**config.mk**
```make
export PLATFORM = sky130hd
export DESIGN_NAME = rv32i_ctrl_pipe
export DESIGN_NICKNAME = d
export VERILOG_FILES = /design/src/rtl/rv32i_ctrl_pipe.sv
export SDC_FILE = /design/constraint.sdc
export NUM_CORES = 1
export LEC_CHECK = 0
export BUFFER_PORTS_ARGS = -buffer_cell sky130_fd_sc_hd__clkbuf_2
export CAP_MARGIN = 20
export CELL_PAD_IN_SITES_DETAIL_PLACEMENT = 2
export CELL_PAD_IN_SITES_GLOBAL_PLACEMENT = 2
export CORE_ASPECT_RATIO = 0.75
export CORE_MARGIN = 3
export CORE_UTILIZATION = 29
export DETAILED_ROUTE_END_ITERATION = 7
export PLACE_DENSITY = 0.84
export SETUP_SLACK_MARGIN = 0.15
export SLEW_MARGIN = 20
export SYNTH_ARGS = -nofsm -noshare
export SYNTH_HDL_FRONTEND = slang
export SYNTH_SLANG_ARGS = --single-unit
```
**constraint.sdc**
```tcl
create_clock -name clk -period 4.4 [get_ports clk]
set_clock_uncertainty 0.1 [all_clocks]
set_input_delay 0.88 -clock clk [delete_from_list [all_inputs] [get_ports clk]]
set_output_delay 0.88 -clock clk [all_outputs]
set_load 0.02 [all_outputs]
```
**src/rtl/rv32i_ctrl_pipe.sv**
```systemverilog
// rv32i_ctrl_pipe: per-stage control word / rd / PC carrier for the RV32I back end,
// with stall back-propagation, bubble insertion, flush and a hazard scoreboard.

package rv32i_pkg;
    localparam int unsigned REG_W = 5;
    localparam int unsigned XLEN  = 32;

    typedef enum logic [6:0] {
        op_lui   = 7'b0110111,
        op_auipc = 7'b0010111,
        op_jal   = 7'b1101111,
        op_jalr  = 7'b1100111,
        op_br    = 7'b1100011,
        op_load  = 7'b0000011,
        op_store = 7'b0100011,
        op_imm   = 7'b0010011,
        op_reg   = 7'b0110011,
        op_csr   = 7'b1110011
    } rv32i_opcode;

    typedef struct packed {
        rv32i_opcode opcode;
        logic [2:0]  aluop;
        logic [2:0]  cmpop;
        logic        load_regfile;
        logic        mem_read;
        logic        mem_write;
        logic [3:0]  mem_byte_enable;
        logic [2:0]  regfilemux_sel;
        logic        alumux1_sel;
        logic [2:0]  alumux2_sel;
    } rv32i_control_word;
endpackage

module rv32i_ctrl_pipe
    import rv32i_pkg::*;
#(
    parameter int unsigned NUM_STAGES = 4,
    parameter int unsigned IDX_W      = $clog2(NUM_STAGES)
) (
    input  logic                                clk,
    input  logic                                rst,
    input  logic                                in_valid,
    input  rv32i_control_word                   in_cw,
    input  logic [REG_W-1:0]                    in_rd,
    input  logic [XLEN-1:0]                     in_pc,
    output logic                                in_ready,
    input  logic [NUM_STAGES-1:0]               stall,
    input  logic [NUM_STAGES-1:0]               flush,
    output logic [NUM_STAGES-1:0]               stg_valid,
    output rv32i_control_word [NUM_STAGES-1:0]  stg_cw,
    output logic [NUM_STAGES-1:0][REG_W-1:0]    stg_rd,
    output logic [NUM_STAGES-1:0][XLEN-1:0]     stg_pc,
    input  logic [REG_W-1:0]                    q_rs1,
    input  logic [REG_W-1:0]                    q_rs2,
    output logic                                hit1,
    output logic                                hit2,
    output logic [IDX_W-1:0]                    fwd_stg1,
    output logic [IDX_W-1:0]                    fwd_stg2,
    output logic                                load_use
);

    logic [NUM_STAGES-1:0]             valid_q, valid_d;
    rv32i_control_word [NUM_STAGES-1:0] cw_q, cw_d;
    logic [NUM_STAGES-1:0][REG_W-1:0]  rd_q, rd_d;
    logic [NUM_STAGES-1:0][XLEN-1:0]   pc_q, pc_d;
    logic [NUM_STAGES-1:0]             hold;
    logic [NUM_STAGES-1:0]             match1, match2;

    // Effective hold: a stall in any older stage also freezes this one.
    always_comb begin
        hold = '0;
        hold[NUM_STAGES-1] = stall[NUM_STAGES-1];
        for (int k = int'(NUM_STAGES) - 2; k >= 0; k--) begin
            hold[k] = hold[k+1] | stall[k];
        end
    end

    assign in_ready = ~hold[0];

    // Next-state per stage: flush-under-hold, hold, bubble, then advance.
    always_comb begin
        valid_d = valid_q;
        cw_d    = cw_q;
        rd_d    = rd_q;
        pc_d    = pc_q;

        if (flush[0] && hold[0]) begin
            valid_d[0] = 1'b0;
        end else if (!hold[0]) begin
            valid_d[0] = in_valid;
            cw_d[0]    = in_cw;
            rd_d[0]    = in_rd;
            pc_d[0]    = in_pc;
        end

        for (int k = 1; k < int'(NUM_STAGES); k++) begin
            if (flush[k] && hold[k]) begin
                valid_d[k] = 1'b0;
            end else if (!hold[k]) begin
                if (stall[k-1]) begin
                    valid_d[k] = 1'b0;
                end else begin
                    valid_d[k] = valid_q[k-1] & ~flush[k-1];
                    cw_d[k]    = cw_q[k-1];
                    rd_d[k]    = rd_q[k-1];
                    pc_d[k]    = pc_q[k-1];
                end
            end
        end
    end

    // Stage registers with synchronous reset overriding stall and flush.
    always_ff @(posedge clk) begin
        if (rst) begin
            valid_q <= '0;
            cw_q    <= '0;
            rd_q    <= '0;
            pc_q    <= '0;
        end else begin
            valid_q <= valid_d;
            cw_q    <= cw_d;
            rd_q    <= rd_d;
            pc_q    <= pc_d;
        end
    end

    assign stg_valid = valid_q;
    assign stg_cw    = cw_q;
    assign stg_rd    = rd_q;
    assign stg_pc    = pc_q;

    // Hazard scoreboard from registered state; youngest matching stage wins.
    always_comb begin
        match1   = '0;
        match2   = '0;
        fwd_stg1 = '0;
        fwd_stg2 = '0;
        for (int k = 0; k < int'(NUM_STAGES); k++) begin
            match1[k] = valid_q[k] & cw_q[k].load_regfile & (rd_q[k] == q_rs1) & (q_rs1 != '0);
            match2[k] = valid_q[k] & cw_q[k].load_regfile & (rd_q[k] == q_rs2) & (q_rs2 != '0);
        end
        for (int k = int'(NUM_STAGES) - 1; k >= 0; k--) begin
            if (match1[k]) fwd_stg1 = IDX_W'(k);
            if (match2[k]) fwd_stg2 = IDX_W'(k);
        end
        hit1     = |match1;
        hit2     = |match2;
        load_use = (match1[0] | match2[0]) & (cw_q[0].opcode == op_load) & valid_q[0];
    end

endmodule

```
==> results of run 1 <==
-- placed cells by master, fill, tap and decap left out --
master	instances
nor4b_2	1
nand3_1	6
clkbuf_8	6
a22oi_1	1
nor4_1	6
nor2_4	1
buf_12	5
xnor2_1	14
o2111ai_1	2
nor2_1	11
xor2_1	26
clkbuf_2	351
and4_1	2
nor4b_1	1
clkinv_2	4
nor3_1	2
nand2_1	519
clkinv_4	2
nand2b_4	1
inv_4	1
clkbuf_16	29
or3_2	1
nor3_4	1
buf_4	4
nand3b_1	1
nor2b_1	2
a211oi_2	2
clkbuf_1	8
nand4_1	7
or2_2	1
inv_6	1
diode_2	2
dfxtp_1	260
bufinv_16	3
and3_1	2
a21oi_1	262
or3b_1	2
-- stage by stage --
step | hold WS, ns | worst slack (ns) | std cells | power (mW)
floorplan | 0.4332 | 1.356 | 1230 | 2.569
global placement | 0.3415 | 1.084 | 1931 | 2.675
detailed placement | 0.3495 | 1.066 | 1931 | 2.678
CTS | 0.3576 | 1.023 | 1983 | 5.175
global route | 0.3786 | 0.9280 | 1984 | 5.306
finish | 0.3540 | 1.049 | 1985 | 5.098
-- state kept, by name, indices dropped and copies added (netlist names) --
register	flops
stg_cw	108
stg_valid	4
stg_rd	20
stg_pc	128
-- metal layers --
layer | share of wire (%) | vias to the layer above | routed length [um]
met5 | 0 | - | 0
met4 | 2.1 | 0 | 846
met3 | 6.9 | 47 | 2773
met2 | 47 | 247 | 18720
met1 | 44 | 4763 | 17690
li1 | - | 4573 | -
-- where the power goes --
part	switching (mW)	total (mW)	leakage (nW)	internal, mW
Sequential	0.0142	2.38	2.10	2.37
Clock	1.00	2.47	0.474	1.47
Combinational	0.174	0.242	2.47	0.0678
-- final cells by class --
type,instances,share of cell area [%]
timing repair buffer,361,15.09
inverter,1,0.04969
clock buffer,42,6.549
tap,435,4.323
multi-input combinational,874,31.52
antenna,2,0.03975
clock inverter,10,1.083
sequential,260,41.34
-- how the worst min path moves through the flow --
stage / start / end / slack (ns) / cells past startpoint
after detailed placement: stg_cw[86]$_SDFFE_PP0P_ / stg_cw[86]$_SDFFE_PP0P_ / 0.35 / 2
after CTS: stg_cw[86]$_SDFFE_PP0P_ / stg_cw[86]$_SDFFE_PP0P_ / 0.36 / 2
final: stg_pc[119]$_SDFFE_PP0P_ / stg_pc[119]$_SDFFE_PP0P_ / 0.35 / 2
after global routing: stg_pc[117]$_SDFFE_PP0P_ / stg_pc[117]$_SDFFE_PP0P_ / 0.38 / 2
after global placement: stg_pc[118]$_SDFFE_PP0P_ / stg_pc[118]$_SDFFE_PP0P_ / 0.34 / 2
after floorplan: stg_cw[81]$_SDFFE_PP0P_ / stg_cw[81]$_SDFFE_PP0P_ / 0.43 / 2
-- worst register-to-register path, stage by stage, from the launching register on --
cell and delay (ns):
dfxtp_1 0.48, nor2b_1 0.28, a22oi_1 0.12, nor2_1 0.12
-- cell families (layout without fill, tap and decap cells) --
group,count (synthesis),after routing,share of synthesized area [%]
other,0,2,0
and+or+nand+nor,567,567,23.33
AOI/OAI and AO/OA,267,267,14.21
DFF,260,260,54.33
xor gates and xnor gates,40,40,3.657
buffers and inverters,96,414,4.480
==> reports/results.ini, run 1 <==
[status]
status=finished, final reports clean

[route]
wl_per_cell_um=20.17
drc_errors=0
via_per_inst=4.851
num_vias=9630
drt_wl_total_mm=40.03
ant_nets=0
drtIter0Drc=490
drt_first_pass_iters=4

[worst_hold_path]
hp-class=reg -> reg

[placed_design]
io_buffers=352
hpwl_mm=27.22
placed_cell_area_um2=11620
gp_congestion=0.8077

[setup_path]
reg2regPathDepth=3
slowest_delay_ns=0.51
path_cells=nand2_1, nor4_1, nand4_1, a21oi_1, clkbuf_2
crit_path_max_fanout=5
crit_start=stg_valid[0]$_SDFFE_PP0P_
worst_setup_path_start_kind=flop
crit_cells=5
r2r_start=stg_valid[2]$_SDFFE_PP0N_
reg2reg_to=stg_valid[2]$_SDFFE_PP0N_
endpoint_kind=output port
endpoint=load_use
cpLargestDelayFamily=simple AND/OR/NAND/NOR gates
worstPathArrival_ns=2.37
crit_type=reg -> out
path_buf_inv=1
cp.required_ns=3.42
slowest_stage=nor4_1
r2r_slack_ns=3.22

[sta]
finalSetupViolCount=0
min_period_ns=3.351
maxSlewViolCount=0
min_period_over_period_pct=76.16
max_freq_mhz=298.4
hold_viol=0
rsz0062_at_grt=no
setup_tns_ns=0
tightest_slew_ns=1.047
relSlewSlack_pct=30.01

[yosys]
yosys.area.top_type=dfxtp_1
syn_area_um2=9580
synth.top_cell.area_share_pct=54.33
avgSynthCellArea_um2=7.789
yosys_most_used_dff=dfxtp_1
ys_warn_count=0
synthTopCellsByCount=nand2_1, a21oi_1, dfxtp_1, buf_2, clkbuf_1
yosysMostFrequentCell=nand2_1
seq_area_frac_synth_pct=54.33
async_reset_ff_share_pct=0
synth_nets=1315
synth-seq-cells=260
synth_cells=1230
synth_edf_count=0
synth_area_leaders=dfxtp_1, nand2_1, a21oi_1
ys_types=29

[floorplanning]
rows=56
fp.dieH_um=163.4
die_area_um2=35280
core_um2=31880
die_x_um=215.9
boundaryPins=353
start_util_pct=30.05

[global_routing]
grt_pass1_wl_mm=61.33
grtUsageMet3_pct=6.230
antenna_found_initial=2
grt_start_max_net_pins=130
use_met1_pct=28.04
overflow=0
use_met2_pct=37.17
track_usage_pct=21.97
busiest_layer=met2
grt_pass1_vias=10370

[final_layout]
nFillCells=3663
design_area_um2=12590
multiInputGateArea_um2=3969
utilization_pct=39.49
area_delta_synth_final_pct=31.42
final_nets=1612
drive_gt1_share_pct=26.74
layout.area.seq_um2=5205

[clock_tree]
clk_latency_ns=0.56
cts.sinks=260
cts_root_buf=clkbuf_16
cts_buffers=29
cts.path.max_buffers=3
cts_tree=yes
cts_hold_buf=0
path_clk_slew_ns=0.06
cts_resized=0
postCtsSetupRepairBufs=0
h-tree-depth=1

[power_and_ir_drop]
irDropWorstVdd_mv=0.2259
pwr_density_cell_nw_per_um2=404.9
p_leak_nw=5.034

[run]
cap_violations=0

No activity file was read; power rests on OpenSTA's default activity.
==> inputs of run 2 (changes only) <==
--- a/config.mk
+++ b/config.mk
@@ -11,9 +11,9 @@
 export CELL_PAD_IN_SITES_GLOBAL_PLACEMENT = 2
 export CORE_ASPECT_RATIO = 0.75
 export CORE_MARGIN = 3
-export CORE_UTILIZATION = 29
+export CORE_UTILIZATION = 24
 export DETAILED_ROUTE_END_ITERATION = 7
-export PLACE_DENSITY = 0.84
+export PLACE_DENSITY = 0.74
 export SETUP_SLACK_MARGIN = 0.15
 export SLEW_MARGIN = 20
 export SYNTH_ARGS = -nofsm -noshare
==> constraint.sdc (replaced) <==
create_clock -name clk -period 2.91 [get_ports clk]
set_clock_uncertainty 0.1 [all_clocks]
set_input_delay 0.582 -clock clk [delete_from_list [all_inputs] [get_ports clk]]
set_output_delay 0.582 -clock clk [all_outputs]
set_load 0.02 [all_outputs]
==> reports/results.ini, run 2 (synthesis gave the netlist of run 1 again) <==
[status]
status=finished, final reports clean  ; unchanged

[final_layout]
final_common_cell=nand2_1  ; unchanged
nFillCells=4529  ; was 3,663
final_nets=1627  ; was 1,612
utilization_pct=33.59  ; was 39.49%
multiInputGateArea_um2=4103  ; was 3969 um^2
drive_gt1_share_pct=29.97  ; was 26.74%
area_delta_synth_final_pct=36.25  ; was 31.42%
mostFrequentLayoutCells=nand2_1, clkbuf_2, a21oi_1  ; unchanged
largest_register_ff_count=128  ; unchanged
layout.area.seq_um2=5244  ; was 5205 um^2

[global_routing]
busiest_layer=met2  ; unchanged
grt_pass1_wl_mm=61.24  ; was 61.33 mm
grt_start_max_net_pins=130  ; unchanged
grt_pass1_vias=10480  ; was 10,370
use_met1_pct=22.41  ; was 28.04%
track_usage_pct=18.11  ; was 21.97%
grtUsageMet3_pct=6.013  ; was 6.230%
use_met2_pct=30.69  ; was 37.17%
overflow=0  ; unchanged
antenna_found_initial=3  ; was 2

[sta]
relSlewSlack_pct=42.39  ; was 30.01%
rsz0062_at_grt=yes  ; was no
maxSlewViolCount=0  ; unchanged
fin_ws_ns=0.1439  ; was 1.049 ns
min_period_over_period_pct=95.06
max_freq_mhz=361.5
tightest_slew_ns=0.8641  ; was 1.047 ns
finalSetupViolCount=0  ; unchanged
setup_tns_ns=0  ; unchanged
min_period_ns=2.766
hold_viol=0  ; unchanged

[clock_tree]
cts.path.max_buffers=3  ; unchanged
cts_root_buf=clkbuf_16  ; unchanged
h-tree-depth=1  ; unchanged
path_clk_slew_ns=0.06  ; about the same
cts_buffers=30  ; was 29
cts_tree=yes  ; unchanged
cts.sinks=260  ; unchanged
clk_latency_ns=0.56  ; about the same
cts_hold_buf=0  ; unchanged

[power_and_ir_drop]
seqPwrFrac_pct=46.4  ; was 46.7%
irDropWorstVdd_mv=0.3663  ; was 0.2259 mV
intPower_mw=5.892  ; was 3.908 mW
clockPowerShare_pct=48.6  ; was 48.5%
p_switching_mw=1.861  ; was 1.190 mW
p_leak_nw=5.186  ; was 5.034 nW
power_frac_comb_pct=5.0  ; was 4.7%
sw_frac_of_total_pct=24.00  ; was 23.34%
pwr_density_cell_nw_per_um2=593.9  ; was 404.9 nW/um^2

[worst_hold_path]
worstHoldPathCells=3  ; was 2
hp-class=in -> reg  ; was reg -> reg

[route]
ant_nets=0  ; unchanged
drtIter0Drc=305  ; was 490
num_vias=9637  ; was 9,630
drt_first_pass_iters=4  ; unchanged
wl_per_cell_um=19.04  ; was 20.17 um
drt_wl_total_mm=39.58  ; was 40.03 mm
drc_errors=0  ; unchanged
via_per_inst=4.635  ; was 4.851

[setup_path]
slowest_stage=or3b_4  ; was nor4_1
endpoint_kind=output port  ; unchanged
worst_setup_path_start_kind=flop  ; unchanged
crit_type=reg -> out  ; unchanged
worstPathArrival_ns=2.08  ; was 2.37 ns
reg2regPathDepth=3  ; unchanged
cp.required_ns=2.23  ; was 3.42 ns
path_cells=xnor2_1, nand4_1, or3b_4, a211oi_2, buf_4  ; was nand2_1, nor4_1, nand4_1, a21oi_1, clkbuf_2
crit_path_max_fanout=4  ; was 5
slowest_delay_ns=0.41  ; was 0.51 ns

[floorplanning]
rows=62  ; was 56
core_um2=38860  ; was 31,880 um^2
fp.dieH_um=179.0  ; was 163.4 um
boundaryPins=353  ; unchanged
die_area_um2=42380  ; was 35,280 um^2
die_x_um=236.7  ; was 215.9 um
start_util_pct=24.65  ; was 30.05%

[placed_design]
io_buffers=352  ; unchanged
hpwl_mm=27.41  ; was 27.22 mm
place_ws_ns=0.2742  ; was 1.066 ns
gp_congestion=0.8400  ; was 0.8077

[run]
cap_violations=0  ; unchanged

## run 2: cell count changes in the layout (fill, tap and decap cells not counted), sizes merged
cell and delta:
buf +21, bufinv -1, clkbuf -8, clkinv +4
clkinvlp +2, inv -1
## run 2: per-stage QoR
stage          total power [mW]  cells  cell area [um^2]  hold WS (ns)
2_1_floorplan             3.885   1230              9580        0.4332
6_report                  7.752   2079             13050        0.1333
3_3_place_gp              4.057   2014             11820        0.3431
4_1_cts                   7.890   2077             13000       0.09355
3_5_place_dp              4.065   2014             11820        0.3486
5_1_grt                   8.081   2079             13050        0.1106
## run 2: final timing paths
check / end / slack, ns / startpoint
worst max-delay path: fwd_stg1[1] / 0.14 / stg_rd[13]$_SDFFE_PP0P_
worst min register to register: stg_cw[86]$_SDFFE_PP0P_ / 0.36 / stg_cw[86]$_SDFFE_PP0P_
worst max register to register: stg_valid[2]$_SDFFE_PP0N_ / 1.80 / stg_valid[2]$_SDFFE_PP0N_
worst min-delay path: stg_cw[15]$_SDFFE_PP0P_ / 0.13 / in_cw[15]
## run 2: critical path, delay by kind of cell (launching register included)
kind	cells	cell delay, ns
AO/OA/AOI/OAI	1	0.24
XOR/XNOR	1	0.16
buffers and inverters	1	0.18
AND/OR/NAND/NOR	2	0.57
flip-flops	1	0.37
## run 2: layout make-up
cell class / count / share of cell area (%)
Antenna cell: 2 / 0.03834
Clock buffer: 41 / 6.451
Clock inverter: 14 / 1.074
Inverter: 1 / 0.04792
Multi-Input combinational cell: 874 / 31.43
Sequential cell: 260 / 40.17
Tap cell: 512 / 4.907
Timing Repair Buffer: 375 / 15.88
## run 2: power by group through the flow
stage               Sequential [mW]  Combinational, mW  Clock, mW
detailed placement             3.68              0.384          0
CTS                            3.60              0.395       3.90
global route                   3.60              0.430       4.05
global placement               3.68              0.377          0
floorplan                      3.70              0.184          0
finish                         3.60              0.389       3.77
## run 2: metal layers
layer	vias to the layer above	share of wire, %
met5	-	0.051
met4	2	2.3
met3	51	7.1
met2	219	47
met1	4766	44
li1	4599	-
## run 2: timing repair
item / in CTS / in global routing
pin swaps: 14 / 11
endpoints found under the setup margin: 7 / 7
resized for setup: 37 / 22
buffers inserted: 8 / 0
==> inputs of run 3 (changes only) <==
--- a/config.mk
+++ b/config.mk
@@ -7,11 +7,12 @@
 export LEC_CHECK = 0
 export BUFFER_PORTS_ARGS = -buffer_cell sky130_fd_sc_hd__clkbuf_2
 export CAP_MARGIN = 20
-export CELL_PAD_IN_SITES_DETAIL_PLACEMENT = 2
+export CELL_PAD_IN_SITES_DETAIL_PLACEMENT = 0
 export CELL_PAD_IN_SITES_GLOBAL_PLACEMENT = 2
 export CORE_ASPECT_RATIO = 0.75
 export CORE_MARGIN = 3
 export CORE_UTILIZATION = 24
+export CTS_CLUSTER_SIZE = 10
 export DETAILED_ROUTE_END_ITERATION = 7
 export PLACE_DENSITY = 0.74
 export SETUP_SLACK_MARGIN = 0.15
==> reports/results.ini, run 3 (synthesis gave the netlist of run 1 again) <==
[floorplanning]
fp.dieH_um=179.0  ; unchanged
core_um2=38860  ; unchanged
die_area_um2=42380  ; unchanged
boundaryPins=353  ; unchanged
rows=62  ; unchanged
die_x_um=236.7  ; unchanged
start_util_pct=24.65  ; unchanged

[sta]
min_period_ns=2.805  ; was 2.766 ns
setup_tns_ns=0  ; unchanged
rsz0062_at_grt=yes  ; unchanged
fin_ws_ns=0.1054  ; was 0.1439 ns
tightest_slew_ns=0.8791  ; was 0.8641 ns
maxSlewViolCount=0  ; unchanged
hold_viol=0  ; unchanged
max_freq_mhz=356.6  ; was 361.5 MHz
finalSetupViolCount=0  ; unchanged
min_period_over_period_pct=96.38  ; was 95.06%
relSlewSlack_pct=41.39  ; was 42.39%
hold_ws_ns=0.1422  ; was 0.1333 ns

[clock_tree]
clk_latency_ns=0.55  ; was 0.56 ns
h-tree-depth=1  ; unchanged
cts_root_buf=clkbuf_16  ; unchanged
cts_tree=yes  ; unchanged
cts.sinks=260  ; unchanged
cts_hold_buf=0  ; unchanged
cts_buffers=30  ; unchanged
cts.path.max_buffers=3  ; unchanged
path_clk_slew_ns=0.06  ; about the same

[setup_path]
path_cells=xnor2_2, nand4_1, buf_4, buf_4, buf_4, o2111ai_1, a21oi_1, buf_4  ; was xnor2_1, nand4_1, or3b_4, a211oi_2, buf_4
slowest_stage=dfxtp_4  ; was or3b_4
slowest_delay_ns=0.37  ; was 0.41 ns
path_buf_inv=4  ; was 1
critPathMostFrequentCell=buf_4
crit_path_max_fanout=4  ; unchanged
worst_setup_path_start_kind=flop  ; unchanged
crit_type=reg -> out  ; unchanged
worstPathArrival_ns=2.12  ; was 2.08 ns
cpLargestDelayFamily=buffers and inverters  ; was simple AND/OR/NAND/NOR gates
endpoint_kind=output port  ; unchanged
cp.required_ns=2.23  ; about the same

[final_layout]
multiInputGateArea_um2=4078  ; was 4103 um^2
final_nets=1627  ; unchanged
mostFrequentLayoutCells=nand2_1, clkbuf_2, a21oi_1  ; unchanged
largest_register_ff_count=128  ; unchanged
nFillCells=4233  ; was 4,529
final_common_cell=nand2_1  ; unchanged
area_delta_synth_final_pct=34.26  ; was 36.25%
design_area_um2=12860  ; was 13,050 um^2
layout.area.seq_um2=5244  ; unchanged
drive_gt1_share_pct=29.02  ; was 29.97%
finalNonFillerCells=2061  ; was 2,079

[route]
wl_per_cell_um=17.38  ; was 19.04 um
via_per_inst=4.468  ; was 4.635
num_vias=9209  ; was 9,637
drt_wl_total_mm=35.83  ; was 39.58 mm
drc_errors=0  ; unchanged
ant_nets=0  ; unchanged
drtIter0Drc=455  ; was 305
drt_first_pass_iters=4  ; unchanged

[run]
cap_violations=0  ; unchanged

[placed_design]
io_buffers=352  ; unchanged
gp_congestion=0.8400  ; unchanged
place_ws_ns=0.2780  ; was 0.2742 ns
dp.cells=2014  ; unchanged
hpwl_mm=24.35  ; was 27.41 mm
placed_cell_area_um2=11820  ; unchanged

[worst_hold_path]
hp-class=in -> reg  ; unchanged

[status]
status=finished, final reports clean  ; unchanged

[global_routing]
grt_pass1_wl_mm=54.52  ; was 61.24 mm
antenna_found_initial=3  ; unchanged
overflow=0  ; unchanged
grt_pass1_vias=8959  ; was 10,480
track_usage_pct=16.21  ; was 18.11%
grt_start_max_net_pins=130  ; unchanged

[power_and_ir_drop]
pwr_density_cell_nw_per_um2=569.3  ; was 593.9 nW/um^2
p_leak_nw=5.092  ; was 5.186 nW
irDropWorstVdd_mv=0.3195  ; was 0.3663 mV

-- run 3: cell count changes in the layout (fill, tap and decap cells not counted), moves of 2 or more --
| cell | before | now |
|---|---|---|
| dfxtp_1 | 243 | 245 |
| clkinv_2 | 8 | 1 |
| clkbuf_1 | 6 | 3 |
| buf_4 | 21 | 17 |
| clkinvlp_4 | 2 | 0 |
| clkbuf_2 | 344 | 347 |
| bufinv_16 | 2 | 0 |
| clkbuf_8 | 6 | 3 |
| dfxtp_2 | 10 | 7 |
-- run 3: timing repair --
| item | CTS | global route |
|---|---|---|
| buffers inserted | 7 | 1 |
| endpoints found under the setup margin | 7 | 7 |
| resized for setup | 30 | 19 |
| pin swaps | 11 | 10 |
-- run 3: power by group --
group	total (mW)	internal, mW	switching [mW]	leakage (nW)
Clock	3.34	1.92	1.42	0.404
Combinational	0.383	0.118	0.265	2.58
Sequential	3.60	3.58	0.0209	2.11
-- run 3: layer usage --
layer / wire length [um] / track usage [%] / up-vias / part of all wire [%]
li1: - / - / 4580 / -
met1: 16570 / 21.60 / 4342 / 46
met2: 15890 / 25.76 / 242 / 44
met3: 2749 / 5.444 / 43 / 7.7
met4: 600 / 3.097 / 2 / 1.7
met5: 13 / 0 / - / 0.036
-- run 3: path summary, 6_finish.rpt --
kind	from	slack [ns]	to	cells after the start
worst max-delay path	stg_rd[14]$_SDFFE_PP0P_	0.11	fwd_stg1[0]	8
worst min register to register	stg_cw[104]$_SDFFE_PP0P_	0.35	stg_cw[104]$_SDFFE_PP0P_	2
worst max register to register	stg_valid[2]$_SDFFE_PP0N_	1.77	stg_valid[2]$_SDFFE_PP0N_	3
worst min-delay path	in_rd[3]	0.14	stg_rd[3]$_SDFFE_PP0P_	3
-- run 3: through the flow --
stage | total power [mW] | utilization (%)
after floorplan | 3.885 | -
after global placement | 4.057 | 30.42
after detailed placement | 4.059 | 30.42
after CTS | 7.448 | 32.92
after global routing | 7.607 | 33.10
final | 7.322 | 33.10
-- run 3: area by class of cell --
type	instances	area share, %
inverter	1	0.04864
sequential	260	40.77
clock inverter	1	0.03891
clock buffer	36	6.333
tap	512	4.981
antenna	2	0.03891
multi-input combinational	874	31.70
timing repair buffer	375	16.09
-- run 3: tightest hold or removal path, stage by stage --
cell and delay [ns]:
clkbuf_2 0.08, nand2_1 0.05, a21oi_1 0.05
